<file path="config.mk">
export PLATFORM = sky130hd
export DESIGN_NAME = m68k_bus_responder
export DESIGN_NICKNAME = d
export VERILOG_FILES = /design/src/rtl/m68k_bus_responder.sv
export SDC_FILE = /design/constraint.sdc
export NUM_CORES = 1
export LEC_CHECK = 0
export ABC_AREA = 1
export BUFFER_PORTS_ARGS = -buffer_cell sky130_fd_sc_hd__buf_2
export CORE_MARGIN = 2
export CORE_UTILIZATION = 37
export CTS_CLUSTER_DIAMETER = 120
export CTS_CLUSTER_SIZE = 28
export DETAILED_ROUTE_END_ITERATION = 16
export SLEW_MARGIN = 20
export SYNTH_ARGS = -nofsm -noshare
export SYNTH_HDL_FRONTEND = slang
export SYNTH_SLANG_ARGS = --single-unit
export TNS_END_PERCENT = 100
</file>
<file path="constraint.sdc">
create_clock -name clk -period 1.6 [get_ports clk]
set_input_delay 0.24 -clock clk [delete_from_list [all_inputs] [get_ports clk]]
set_output_delay 0.24 -clock clk [all_outputs]
set_load 0.1 [all_outputs]
</file>
<file path="src/rtl/m68k_bus_responder.sv">
// m68k_bus_responder
// Slave side of the 68000 bus. It generates DTACK with wait states that
// depend on the region, and it forces DTACK after a timeout when a cycle has
// no select. It also holds the scroll, control and sound-latch registers,
// and it runs the 68000 -> Z80 sound-latch NMI handshake.
//
// Ports:
//   clk, reset                 sole clock, synchronous active-high reset
//   m68k_as_n/rw/uds_n/lds_n   68000 bus strobes
//   m68k_a[6:0]                CPU address bits [7:1]
//   m68k_dout[15:0]            CPU write data
//   m68k_rom_cs, mem_cs        ROM select, OR of the memory-like selects
//   *_scroll_*_cs, sound_latch_cs, ctrl_cs   register selects
//   rom_data_valid             SDRAM read data ready (one-cycle pulse)
//   z80_latch_cs, z80_rd_n     Z80 read of the latch at 0xf800
//   m68k_dtack_n               data acknowledge
//   fg/bg_scroll_x/y, flip, invert_ctrl, coin_cnt, sound_latch   registers
//   z80_nmi_n                  low while a latch value is pending
module m68k_bus_responder #(
    parameter int RAM_WAIT    = 1,
    parameter int BUS_TIMEOUT = 63
) (
    input  logic        clk,
    input  logic        reset,
    input  logic        m68k_as_n,
    input  logic        m68k_rw,
    input  logic        m68k_uds_n,
    input  logic        m68k_lds_n,
    input  logic [6:0]  m68k_a,
    input  logic [15:0] m68k_dout,
    input  logic        m68k_rom_cs,
    input  logic        mem_cs,
    input  logic        fg_scroll_x_cs,
    input  logic        fg_scroll_y_cs,
    input  logic        bg_scroll_x_cs,
    input  logic        bg_scroll_y_cs,
    input  logic        sound_latch_cs,
    input  logic        ctrl_cs,
    input  logic        rom_data_valid,
    input  logic        z80_latch_cs,
    input  logic        z80_rd_n,
    output logic        m68k_dtack_n,
    output logic [15:0] fg_scroll_x,
    output logic [15:0] fg_scroll_y,
    output logic [15:0] bg_scroll_x,
    output logic [15:0] bg_scroll_y,
    output logic        flip,
    output logic        invert_ctrl,
    output logic [1:0]  coin_cnt,
    output logic [7:0]  sound_latch,
    output logic        z80_nmi_n
);

    typedef enum logic [1:0] {S_IDLE, S_WAIT, S_ACK} state_t;
    typedef enum logic [1:0] {C_NONE, C_MEM, C_REG, C_ROM} cls_t;

    localparam logic [7:0] RAM_WAIT_CNT = 8'(RAM_WAIT);
    localparam logic [7:0] TIMEOUT_CNT  = 8'(BUS_TIMEOUT);

    function automatic logic [15:0] lane_merge(input logic [15:0] old_v,
                                               input logic [15:0] new_v,
                                               input logic [15:0] mask);
        return (old_v & ~mask) | (new_v & mask);
    endfunction

    state_t      state_q, state_d;
    cls_t        cls_q, cls_d;
    logic [7:0]  cnt_q, cnt_d;
    logic        rom_seen_q, rom_seen_d;
    logic        armed_q, armed_d;
    logic        wr_done_q, wr_done_d;
    logic [5:0]  sel_q, sel_d;
    logic [5:0]  reg_sel;
    logic        wr_en;

    logic [15:0] fgx_q, fgx_d, fgy_q, fgy_d, bgx_q, bgx_d, bgy_q, bgy_d;
    logic        flip_q, flip_d, inv_q, inv_d;
    logic [1:0]  coin_q, coin_d;
    logic [7:0]  latch_q, latch_d;
    logic        pending_q, pending_d, nmi_n_q, nmi_n_d;
    logic        z80_rd_q, z80_rd_d, z80_rd_prev_q, z80_rd_prev_d;
    logic        z80_rd_pulse, latch_wr;
    logic [15:0] lane_mask;

    // Bit order: fgx, fgy, bgx, bgy, latch, ctrl (bit 0 .. bit 5)
    assign reg_sel = {ctrl_cs, sound_latch_cs, bg_scroll_y_cs, bg_scroll_x_cs,
                      fg_scroll_y_cs, fg_scroll_x_cs};

    // State register
    always_ff @(posedge clk) begin
        if (reset) begin
            state_q    <= S_IDLE;
            cls_q      <= C_NONE;
            cnt_q      <= '0;
            rom_seen_q <= 1'b0;
            armed_q    <= 1'b0;
            wr_done_q  <= 1'b0;
            sel_q      <= '0;
        end else begin
            state_q    <= state_d;
            cls_q      <= cls_d;
            cnt_q      <= cnt_d;
            rom_seen_q <= rom_seen_d;
            armed_q    <= armed_d;
            wr_done_q  <= wr_done_d;
            sel_q      <= sel_d;
        end
    end

    // Next-state logic
    always_comb begin
        state_d    = state_q;
        cls_d      = cls_q;
        cnt_d      = cnt_q;
        rom_seen_d = rom_seen_q;
        wr_done_d  = wr_done_q;
        sel_d      = sel_q;
        // A cycle can only start once AS has been seen high since reset, so
        // a cycle that was cut by reset is never acknowledged.
        armed_d    = armed_q | m68k_as_n;
        case (state_q)
            S_IDLE: begin
                wr_done_d  = 1'b0;
                rom_seen_d = 1'b0;
                if (!m68k_as_n && armed_q) begin
                    state_d    = S_WAIT;
                    sel_d      = reg_sel;
                    // ROM data can arrive in the very first cycle
                    rom_seen_d = rom_data_valid;
                    if (m68k_rom_cs) begin
                        cls_d = C_ROM;
                        cnt_d = '0;
                    end else if (|reg_sel) begin
                        cls_d = C_REG;
                        cnt_d = RAM_WAIT_CNT;
                    end else if (mem_cs) begin
                        cls_d = C_MEM;
                        cnt_d = RAM_WAIT_CNT;
                    end else begin
                        cls_d = C_NONE;
                        cnt_d = TIMEOUT_CNT;
                    end
                end
            end
            S_WAIT: begin
                if (m68k_as_n) begin
                    state_d = S_IDLE;
                end else if (cls_q == C_ROM) begin
                    rom_seen_d = rom_seen_q | rom_data_valid;
                    if (rom_seen_q) state_d = S_ACK;
                end else if (cnt_q == 8'd0) begin
                    state_d = S_ACK;
                end else begin
                    cnt_d = cnt_q - 8'd1;
                end
            end
            S_ACK: begin
                wr_done_d = 1'b1;
                if (m68k_as_n) state_d = S_IDLE;
            end
            default: state_d = S_IDLE;
        endcase
    end

    // Output decode
    always_comb begin
        m68k_dtack_n = 1'b1;
        wr_en        = 1'b0;
        if (state_q == S_ACK) begin
            m68k_dtack_n = 1'b0;
            wr_en        = !wr_done_q && !m68k_rw && (cls_q == C_REG);
        end
    end

    // Register file and sound-latch handshake
    always_comb begin
        fgx_d         = fgx_q;
        fgy_d         = fgy_q;
        bgx_d         = bgx_q;
        bgy_d         = bgy_q;
        flip_d        = flip_q;
        inv_d         = inv_q;
        coin_d        = coin_q;
        latch_d       = latch_q;
        latch_wr      = 1'b0;
        lane_mask     = {{8{!m68k_uds_n}}, {8{!m68k_lds_n}}};
        z80_rd_d      = z80_latch_cs & !z80_rd_n;
        z80_rd_prev_d = z80_rd_q;
        z80_rd_pulse  = z80_rd_q & !z80_rd_prev_q;
        if (wr_en) begin
            if (sel_q[0]) fgx_d = lane_merge(fgx_q, m68k_dout, lane_mask);
            if (sel_q[1]) fgy_d = lane_merge(fgy_q, m68k_dout, lane_mask);
            if (sel_q[2]) bgx_d = lane_merge(bgx_q, m68k_dout, lane_mask);
            if (sel_q[3]) bgy_d = lane_merge(bgy_q, m68k_dout, lane_mask);
            if (sel_q[4] && !m68k_lds_n) begin
                latch_d  = m68k_dout[7:0];
                latch_wr = 1'b1;
            end
            if (sel_q[5]) begin
                case (m68k_a)
                    7'h23:   inv_d     = |(m68k_dout & lane_mask);
                    7'h28:   coin_d[0] = m68k_dout[0];
                    7'h29:   coin_d[1] = m68k_dout[0];
                    7'h30:   flip_d    = m68k_dout[0];
                    default: ;
                endcase
            end
        end
        // A latch write and a Z80 read in the same cycle: the write wins
        if (latch_wr)          pending_d = 1'b1;
        else if (z80_rd_pulse) pending_d = 1'b0;
        else                   pending_d = pending_q;
        nmi_n_d = !pending_q;
    end

    always_ff @(posedge clk) begin
        if (reset) begin
            fgx_q         <= '0;
            fgy_q         <= '0;
            bgx_q         <= '0;
            bgy_q         <= '0;
            flip_q        <= 1'b0;
            inv_q         <= 1'b0;
            coin_q        <= '0;
            latch_q       <= '0;
            pending_q     <= 1'b0;
            nmi_n_q       <= 1'b1;
            z80_rd_q      <= 1'b0;
            z80_rd_prev_q <= 1'b0;
        end else begin
            fgx_q         <= fgx_d;
            fgy_q         <= fgy_d;
            bgx_q         <= bgx_d;
            bgy_q         <= bgy_d;
            flip_q        <= flip_d;
            inv_q         <= inv_d;
            coin_q        <= coin_d;
            latch_q       <= latch_d;
            pending_q     <= pending_d;
            nmi_n_q       <= nmi_n_d;
            z80_rd_q      <= z80_rd_d;
            z80_rd_prev_q <= z80_rd_prev_d;
        end
    end

    assign fg_scroll_x = fgx_q;
    assign fg_scroll_y = fgy_q;
    assign bg_scroll_x = bgx_q;
    assign bg_scroll_y = bgy_q;
    assign flip        = flip_q;
    assign invert_ctrl = inv_q;
    assign coin_cnt    = coin_q;
    assign sound_latch = latch_q;
    assign z80_nmi_n   = nmi_n_q;

endmodule
</file>
==> results of run 1 <==
-- critical path, stage by stage, from the launching register on --
cell and delay [ns]:
dfxtp_1 0.34, inv_2 0.05, nor2_2 0.09, nand4_1 0.13, inv_2 0.11, buf_12 0.18, nand3_2 0.20, o21ai_0 0.24
nor2_1 0.05
-- per-stage QoR --
stage | setup slack, ns | util (%) | hold slack, ns | TNS [ns]
after floorplan | 0.04397 | - | 0.3120 | 0
after global placement | 0.05261 | 44.25 | 0.4042 | 0
after detailed placement | 0.02339 | 44.25 | 0.4073 | 0
after CTS | 0.03980 | 46.84 | 0.04833 | 0
after global routing | -0.06973 | 47.36 | 0.06514 | -0.8310
final | 0.09705 | 47.36 | 0.05862 | 0
-- cell type report --
cell class	instances	area (sq um)
Inverter	36	140.1
Tap cell	143	178.9
Sequential cell	101	2023
Fill cell	1150	5959
Multi-Input combinational cell	403	1951
Clock inverter	3	65.06
Timing Repair Buffer	138	778.2
Clock buffer	9	225.2
-- synth_stat cells --
library cell and number:
a21oi_1 73, a31oi_1 3, buf_6 7, clkbuf_1 27, clkinv_1 1, dfxtp_1 101
ha_1 2, inv_1 30, inv_2 5, nand2_1 110, nand2_2 1, nand3_1 22
nand3_2 1, nand3b_1 1, nand4_1 68, nor2_1 80, nor2_2 1, nor3_1 6
nor3_2 1, o21ai_0 25, o21ai_1 5, o22ai_1 1, o32ai_1 1, or2_2 2
-- path summary, 6_finish.rpt --
kind | from | endpoint | slack [ns] | depth (start not counted)
worst min-delay path | z80_rd_n | z80_rd_prev_d$_SDFF_PP0_ | 0.06 | 2
worst max-delay path | state_q[1]$_SDFFE_PP0P_ | sound_latch[5]$_SDFFE_PP0P_ | 0.1 | 8
worst max register to register | state_q[1]$_SDFFE_PP0P_ | sound_latch[5]$_SDFFE_PP0P_ | 0.1 | 8
worst min register to register | z80_rd_prev_d$_SDFF_PP0_ | z80_rd_prev_q$_SDFF_PP0_ | 0.44 | 2
-- routing by layer --
layer / track usage [%] / vias to the layer above / part of all wire (%)
met5: 0 / - / 0
met4: 6.996 / 0 / 1.9
met3: 5.139 / 21 / 6.2
met2: 32.43 / 132 / 46
met1: 25.91 / 1987 / 46
li1: - / 2186 / -
-- kinds of logic (layout without fill, tap and decap cells) --
kind of cell | Yosys count | in the layout | synth area share (%)
fa+ha+maj | 2 | 2 | 0.5897
compound gates | 108 | 108 | 12.95
simple gates | 293 | 293 | 31.38
buf+inv | 70 | 186 | 7.432
flops | 101 | 101 | 47.66
-- what timing repair did --
item | 4_1_cts | 5_1_grt
setup endpoints to repair | 1 | 79
pin swaps | 0 | 1
resized for setup | 1 | 16
-- power groups by stage --
stage	registers (mW)	clock network, mW	logic (mW)
floorplan	2.70	0	0.560
global placement	2.72	0	0.794
detailed placement	2.72	0	0.805
CTS	2.66	2.26	0.812
global route	2.68	2.37	0.941
finish	2.67	2.20	0.834
==> results.sh, run 1 <==
export IMPL_syn_avg_cell_area_sq_um=7.392
export IMPL_fin_skew_ns=0.006675
export IMPL_fin_nets=731
export IMPL_syn_inst=574
export IMPL_route_vias_total=4326
export IMPL_io_pins=118
export IMPL_wl_per_cell_microns=14.88
export IMPL_final_cell_mix="buf_2 (116), nand2_1 (110), dfxtp_1 (100)"
export IMPL_area_delta_synth_final_pct=26.36
export IMPL_firstDrtPassIters=4
export IMPL_grt_max_degree=70
export IMPL_cts_inserted_buffers=9
export IMPL_power_frac_comb_pct=14.6
export IMPL_setup_viol=0
export IMPL_power_density_nw_per_um2=1065
export IMPL_crit_fanout=30
export IMPL_cts_root_buf="clkbuf_16"
export IMPL_overflow=0
export IMPL_viasPerCell=5.193
export IMPL_first_iter_violations=309
export IMPL_fmax_ghz=0.6654
export IMPL_dp_hpwl_mm=8.780
export IMPL_swShare_pct=26.54
export IMPL_pwr_share_clk_pct=38.6
export IMPL_dpl_cell_area_sq_um=5010
export IMPL_hold_path_class="input port to register"
export IMPL_antenna_found_initial=0
export IMPL_p_switching_mw=1.515
export IMPL_maxCapViolCount=0
export IMPL_ys_seq_area_share_pct=47.66
export IMPL_tritoncts="yes"
export IMPL_finalCritPeriodShare_pct=93.93
export IMPL_die_width_microns=111.1
export IMPL_clk_path_buf_depth=2
export IMPL_track_usage_pct=19.99
export IMPL_place_inst=821
export IMPL_drive_gt1_share_pct=24.78
export IMPL_cp_required_ns=1.83
export IMPL_routed_wl_mm=12.39
export IMPL_synth_area_leaders="dfxtp_1 (48%), nand4_1 (10%), nand2_1 (9.7%)"
export IMPL_p_int_mw=4.194
export IMPL_p_total_mw=5.709
export IMPL_vdd_drop_max_mv=0.4275
export IMPL_die_area_sq_um=12340
export IMPL_status="finished, final reports clean"
export IMPL_rsz0062_at_grt="yes"
export IMPL_core_area_sq_um=11320
export IMPL_start_kind="register"
export IMPL_layout_commonest_cell="buf_2"
export IMPL_seqPwrFrac_pct=46.8
export IMPL_hold_viol_final=0
export IMPL_die_y_microns=111.1
export IMPL_synth_top_area_share_pct=47.66
export IMPL_insertion_delay_ns=0.34
export IMPL_slew_headroom_pct=64.20
export IMPL_cts_hold_buf=0
export IMPL_critPathCaptureType="register"
export IMPL_cp_data_arrival_time_ns=1.73
export IMPL_num_rows=39
export IMPL_syn_area_sq_um=4243
export IMPL_yosysWarnings=0
export IMPL_fin_area_sq_um=5361
export IMPL_fin_cells=833
export IMPL_grt_pass1_wl_mm=20.04
export IMPL_report_final_slew_viol_count=0
export IMPL_grt_pass1_vias=4038
export IMPL_place_congestion=0.8485
export IMPL_diodes=0
export IMPL_synth_largest_area_cell="dfxtp_1"
export IMPL_post_cts_buffers=0
export IMPL_io_buffers=117
export IMPL_start_util_pct=37.48
export IMPL_synth_distinct_cells=24
export IMPL_antenna_left=0
export IMPL_path_clk_slew_ns=0.06
export IMPL_max_slew_worst_pin_slew_ns=0.5362
export IMPL_ys_ff_latch=101
export IMPL_cts_max_level=3
export IMPL_p_leak_nw=2.312
export IMPL_clock_sinks=101
export IMPL_syn_num_nets=616
export IMPL_path_class="register to register"
export IMPL_drc_errors=0
export IMPL_min_period_ns=1.503
No activity file was read; power rests on OpenSTA's default activity.
==> run 2, diff against run 1 <==
--- a/config.mk
+++ b/config.mk
@@ -12,6 +12,7 @@
 export CTS_CLUSTER_DIAMETER = 120
 export CTS_CLUSTER_SIZE = 28
 export DETAILED_ROUTE_END_ITERATION = 16
+export REMOVE_ABC_BUFFERS = 1
 export SLEW_MARGIN = 20
 export SYNTH_ARGS = -nofsm -noshare
 export SYNTH_HDL_FRONTEND = slang
==> results.sh, run 2 (synthesis results as in run 1) <==
export IMPL_diodes=0
export IMPL_path_clk_slew_ns=0.07
export IMPL_cts_root_buf="clkbuf_16"
export IMPL_routed_wl_mm=12.62
export IMPL_grt_pass1_wl_mm=20.39
export IMPL_cts_max_level=3
export IMPL_hold_viol_final=0
export IMPL_min_to="z80_rd_prev_d$_SDFF_PP0_"
export IMPL_wl_met2_mm=5.891
export IMPL_crit_chain="inv_2, nor2_2, nand4_1, clkinv_4, nand3_2, inv_2, nor2_1, nor2_1"
export IMPL_grt_max_degree=49
export IMPL_final_cell_mix="buf_2 (116), nand2_1 (110), dfxtp_1 (101)"
export IMPL_clock_sinks=101
export IMPL_die_y_microns=111.1
export IMPL_hp_start="z80_rd_n"
export IMPL_num_rows=39
export IMPL_wl_per_cell_microns=14.97
export IMPL_rsz0062_at_grt="yes"
export IMPL_drc_errors=0
export IMPL_hold_path_class="input port to register"
export IMPL_power_density_nw_per_um2=1070
export IMPL_layout_commonest_cell="buf_2"
export IMPL_holdPathStages=2
export IMPL_fin_nets=737
export IMPL_overflow=0
export IMPL_fin_area_sq_um=5378
export IMPL_cp_required_ns=1.88
export IMPL_first_iter_violations=307
export IMPL_ff2ff_setup_slack_ns=0.09
export IMPL_die_area_sq_um=12340
export IMPL_routed_top_layer="met4"
export IMPL_status="finished, final reports clean"
export IMPL_core_area_sq_um=11320
export IMPL_path_class="register to register"
export IMPL_max_slew_worst_pin_slew_ns=0.5053
export IMPL_report_final_slew_viol_count=0
export IMPL_io_buffers=117
export IMPL_firstDrtPassIters=6
export IMPL_cts_inserted_buffers=9
export IMPL_crit_fanout=19
export IMPL_dp_hpwl_mm=8.979
export IMPL_viasPerCell=5.205
export IMPL_slew_headroom_pct=66.27
export IMPL_cts_hold_buf=0
export IMPL_wl_met3_microns=721
export IMPL_clk_path_buf_depth=2
export IMPL_reg2reg_from="state_q[1]$_SDFFE_PP0P_"
export IMPL_wl_met1_mm=5.783
export IMPL_fmax_ghz=0.6610
export IMPL_maxCapViolCount=0
export IMPL_cp_data_arrival_time_ns=1.79
export IMPL_antenna_found_initial=0
export IMPL_min_period_ns=1.513
export IMPL_p_leak_nw=2.339
export IMPL_setup_viol=0
export IMPL_grt_pass1_vias=4000
export IMPL_finalCritPeriodShare_pct=94.55
export IMPL_io_pins=118
export IMPL_route_vias_total=4388
export IMPL_reg2reg_depth=8
export IMPL_cpPeakStageDelay_ns=0.34
export IMPL_antenna_left=0
export IMPL_track_usage_pct=20.30
export IMPL_insertion_delay_ns=0.35
export IMPL_die_width_microns=111.1
export IMPL_vdd_drop_max_mv=0.6082
export IMPL_tritoncts="yes"
export IMPL_fin_skew_ns=0.008799
export IMPL_area_delta_synth_final_pct=26.75
export IMPL_crit_start="state_q[1]$_SDFFE_PP0P_"
export IMPL_place_congestion=0.8209
export IMPL_start_kind="register"
export IMPL_critPathCaptureType="register"
export IMPL_r2r_end="sound_latch[0]$_SDFFE_PP0P_"
export IMPL_timing_hold_ws_ns=0.05521
export IMPL_start_util_pct=37.48
export IMPL_drive_gt1_share_pct=25.00
export IMPL_slowest_stage="dfxtp_1"
export IMPL_dpl_cell_area_sq_um=5030
-- run 2: changes by cell type in the layout (fill, tap and decap cells not counted), sizes merged --
cell / change
buf: +6
bufinv: -1
clkbuf: +2
clkinv: +3
clkinvlp: +1
inv: -1
-- run 2: how the worst max path moves through the flow --
stage / end / slack (ns) / cells past startpoint
final: sound_latch[0]$_SDFFE_PP0P_ / 0.09 / 8
after global placement: cnt_q[5]$_SDFFE_PP0P_ / -0.02 / 11
after detailed placement: register / -0.03 / 7
after CTS: register / 0.02 / 7
after floorplan: register / -0.32 / 7
after global routing: register / -0.05 / 7
-- run 2: worst max-delay path: cells and delay by family, from the launching register on --
family	cells	cell delay, ns
buffers and inverters	3	0.46
AND/OR/NAND/NOR	5	0.65
flip-flops	1	0.34
-- run 2: power breakdown --
part	total, mW	internal, mW	switching [mW]
combinational	0.870	0.291	0.579
clock	2.22	1.26	0.964
sequential	2.66	2.59	0.0724
total	5.76	4.14	1.62
-- run 2: routing by layer --
metal | vias to the layer above | track usage (%)
met2 | 122 | 31.94
met4 | 0 | 8.148
met5 | - | 0
met1 | 2046 | 27.63
met3 | 16 | 3.773
li1 | 2204 | -
-- run 2: through the flow --
step	setup slack [ns]	power (mW)	util [%]	setup TNS (ns)	instances
2_1_floorplan	-0.3193	3.210	-	-23.13	540
3_3_place_gp	-0.01505	3.546	44.43	-0.01505	825
3_5_place_dp	-0.03411	3.555	44.43	-0.1654	825
4_1_cts	0.02397	5.787	47.21	0	841
5_1_grt	-0.04580	6.022	47.50	-0.5250	843
6_report	0.08717	5.755	47.50	0	843
-- run 2: what timing repair did --
| action | 4_1_cts | 5_1_grt |
|---|---|---|
| buffers inserted | 0 | 2 |
| pin swaps | 0 | 1 |
| endpoints found under the setup margin | 56 | 65 |
| resized for setup | 3 | 4 |
-- run 2: layout make-up --
type / instances / area, sq um
fill: 1154 / 5943
tap: 143 / 178.9
multi-input combinational: 403 / 1931
clock buffer: 11 / 242.7
timing repair buffer: 144 / 803.3
sequential: 101 / 2022
inverter: 36 / 140.1
clock inverter: 5 / 60.06
==> run 3, diff against run 2 <==
--- a/config.mk
+++ b/config.mk
@@ -5,7 +5,7 @@
 export SDC_FILE = /design/constraint.sdc
 export NUM_CORES = 1
 export LEC_CHECK = 0
-export ABC_AREA = 1
+export ABC_AREA = 0
 export BUFFER_PORTS_ARGS = -buffer_cell sky130_fd_sc_hd__buf_2
 export CORE_MARGIN = 2
 export CORE_UTILIZATION = 37
==> results.sh, run 3 <==
export IMPL_status="finished with violations"
export IMPL_violations="negative setup slack"
export IMPL_grt_pass1_vias=3482
export IMPL_num_rows=38
export IMPL_fin_nets=595
export IMPL_io_pins=118
export IMPL_dp_hpwl_mm=7.631
export IMPL_cp_data_arrival_time_ns=1.91
export IMPL_start_kind="register"
export IMPL_synth_most_common_cell="dfxtp_1"
export IMPL_drive_gt1_share_pct=35.30
export IMPL_report_final_slew_viol_count=0
export IMPL_slowest_stage="or3b_4"
export IMPL_hold_path_class="input port to register"
export IMPL_insertion_delay_ns=0.37
export IMPL_synth_distinct_cells=46
export IMPL_grt_pass1_wl_mm=17.26
export IMPL_ys_ff_latch=101
export IMPL_routed_wl_mm=10.85
export IMPL_cts_hold_buf=0
export IMPL_fin_skew_ns=0.01152
export IMPL_finalWorstSetupSlack_ns=-0.06396
export IMPL_fin_cells=698
export IMPL_max_slew_worst_pin_slew_ns=0.5132
export IMPL_clk_path_buf_depth=2
export IMPL_holdPathStages=2
export IMPL_syn_avg_cell_area_sq_um=9.766
export IMPL_synthArstFlopShare_pct=0
export IMPL_maxCapViolCount=0
export IMPL_reg2reg_depth=6
export IMPL_cts_inserted_buffers=9
export IMPL_cts_root_buf="clkbuf_8"
export IMPL_place_congestion=0.8670
export IMPL_cpPeakStageDelay_ns=0.39
export IMPL_path_class="register to register"
export IMPL_firstDrtPassIters=4
export IMPL_vdd_drop_max_mv=0.4080
export IMPL_setup_viol=7
export IMPL_place_inst=679
export IMPL_finalCritPeriodShare_pct=104.0
export IMPL_syn_inst=416
export IMPL_area_delta_synth_final_pct=30.61
export IMPL_first_iter_violations=204
export IMPL_core_area_sq_um=10790
export IMPL_regArea_sq_um=2031
export IMPL_layout_commonest_cell="buf_2"
export IMPL_overflow=0
export IMPL_wl_per_cell_microns=15.54
export IMPL_power_density_nw_per_um2=857.1
export IMPL_drc_errors=0
export IMPL_die_area_sq_um=11830
export IMPL_final_cell_mix="buf_2 (116), dfxtp_1 (96), nor2_1 (84)"
export IMPL_rsz0062_at_grt="yes"
export IMPL_cts_max_level=3
export IMPL_route_vias_total=3481
export IMPL_p_total_mw=4.548
export IMPL_die_y_microns=108.8
export IMPL_synth_top_cells_by_count="dfxtp_1 (101), nor2_1 (84), mux2i_1 (75)"
export IMPL_ys_seq_area_share_pct=49.77
export IMPL_path_clk_slew_ns=0.10
export IMPL_synth_area_leaders="dfxtp_1 (50%), mux2i_1 (18%), nor2_1 (7.8%)"
export IMPL_viasPerCell=4.987
export IMPL_die_width_microns=108.8
export IMPL_clock_sinks=101
export IMPL_synth_flop_cell="dfxtp_1"
export IMPL_track_usage_pct=18.72
export IMPL_tritoncts="yes"
export IMPL_p_leak_nw=2.789
export IMPL_cp_required_ns=1.85
export IMPL_min_period_ns=1.664
export IMPL_synth_largest_area_cell="dfxtp_1"
export IMPL_io_buffers=117
export IMPL_antenna_left=0
export IMPL_synth_edf_count=0
export IMPL_fillers=1060
export IMPL_synth_top_area_share_pct=49.77
export IMPL_critPathCaptureType="register"
export IMPL_crit_fanout=7
export IMPL_antenna_found_initial=0
export IMPL_fmax_ghz=0.6010
export IMPL_start_util_pct=37.64
export IMPL_yosysWarnings=0
export IMPL_syn_area_sq_um=4063
export IMPL_hold_viol_final=0
export IMPL_dp_slack_ns=-0.1434
export IMPL_multi_input_area_sq_um=1966
export IMPL_diodes=0
export IMPL_grt_max_degree=51
export IMPL_slew_headroom_pct=65.79
export IMPL_crit_chain="inv_2, ha_4, or3b_4, o211a_4, nor2_4, o32ai_1"
[run 3: cell types whose count changed after synthesis, sizes merged, moves of 4 or more]
| cell | previous run | this run |
|---|---|---|
| mux2i | 0 | 75 |
| clkbuf | 27 | 14 |
| o32ai | 1 | 5 |
| a21oi | 73 | 23 |
| nand4b | 0 | 9 |
| buf | 7 | 13 |
| nand4 | 68 | 2 |
| nor4 | 0 | 8 |
| inv | 35 | 7 |
| nand3 | 23 | 6 |
| nor2 | 81 | 85 |
| o21ai | 30 | 3 |
| nand2 | 111 | 22 |
[run 3: cell families (layout without fill, tap and decap cells)]
kind of cell	Yosys count	in the layout	synth area share (%)
flip-flops	101	101	49.77
adder cells (fa/ha/maj)	2	2	0.6159
multiplexers	76	76	18.76
AND/OR/NAND/NOR	160	160	20.30
AO/OA/AOI/OAI	43	43	7.053
buffers and inverters	34	176	3.511
[run 3: power breakdown]
| part | leakage [nW] | switching (mW) | internal, mW |
|---|---|---|---|
| Sequential | 0.818 | 0.0203 | 2.53 |
| Combinational | 1.87 | 0.211 | 0.149 |
| Clock | 0.102 | 0.869 | 0.764 |
| Total | 2.79 | 1.10 | 3.45 |
[run 3: final timing paths]
path / start / slack [ns] / endpoint
worst max-delay path: cnt_q[1]$_SDFFE_PP0P_ / -0.06 / cnt_q[3]$_SDFFE_PP0P_
worst min register to register: pending_q$_SDFFE_PP0P_ / 0.39 / z80_nmi_n$_SDFF_PP1_
worst max register to register: cnt_q[1]$_SDFFE_PP0P_ / -0.06 / cnt_q[3]$_SDFFE_PP0P_
worst min-delay path: z80_rd_n / 0.03 / z80_rd_prev_d$_SDFF_PP0_
[run 3: critical path: cells and delay by family, from the launching register on]
family / cells / cell delay [ns]
AND/OR/NAND/NOR: 2 / 0.60
flip-flops: 1 / 0.34
AO/OA/AOI/OAI: 2 / 0.38
adder cells (fa/ha/maj): 1 / 0.13
buffers and inverters: 1 / 0.08
[run 3: through the flow]
step                util, %  TNS, ns  hold slack [ns]  area (sq um)
floorplan                 -   -24.57           0.3067          3946
global placement      46.16  -0.4675           0.3630          4982
detailed placement    46.16   -1.117           0.3651          4982
CTS                   48.71  -0.4239          0.01547          5258
global route          49.17   -1.013          0.01445          5306
finish                49.17  -0.3686          0.03402          5306
[run 3: per-layer routing]
layer  track usage, %  share of wire, %
met1            24.49                45
met2            29.55                46
met3            5.140               7.9
met4            6.868               1.5
met5                0                 0
[run 3: repair_timing]
action	4_1_cts	5_1_grt
pin swaps	5	3
buffers inserted	3	0
setup endpoints to repair	13	85
resized for setup	14	12
[run 3: layout make-up]
cell class,count,area share (%)
Multi-Input combinational cell,281,37.04
Tap cell,140,3.301
Clock buffer,10,2.594
Sequential cell,101,38.27
Inverter,7,0.4952
Timing Repair Buffer,153,17.14
Clock inverter,6,1.155
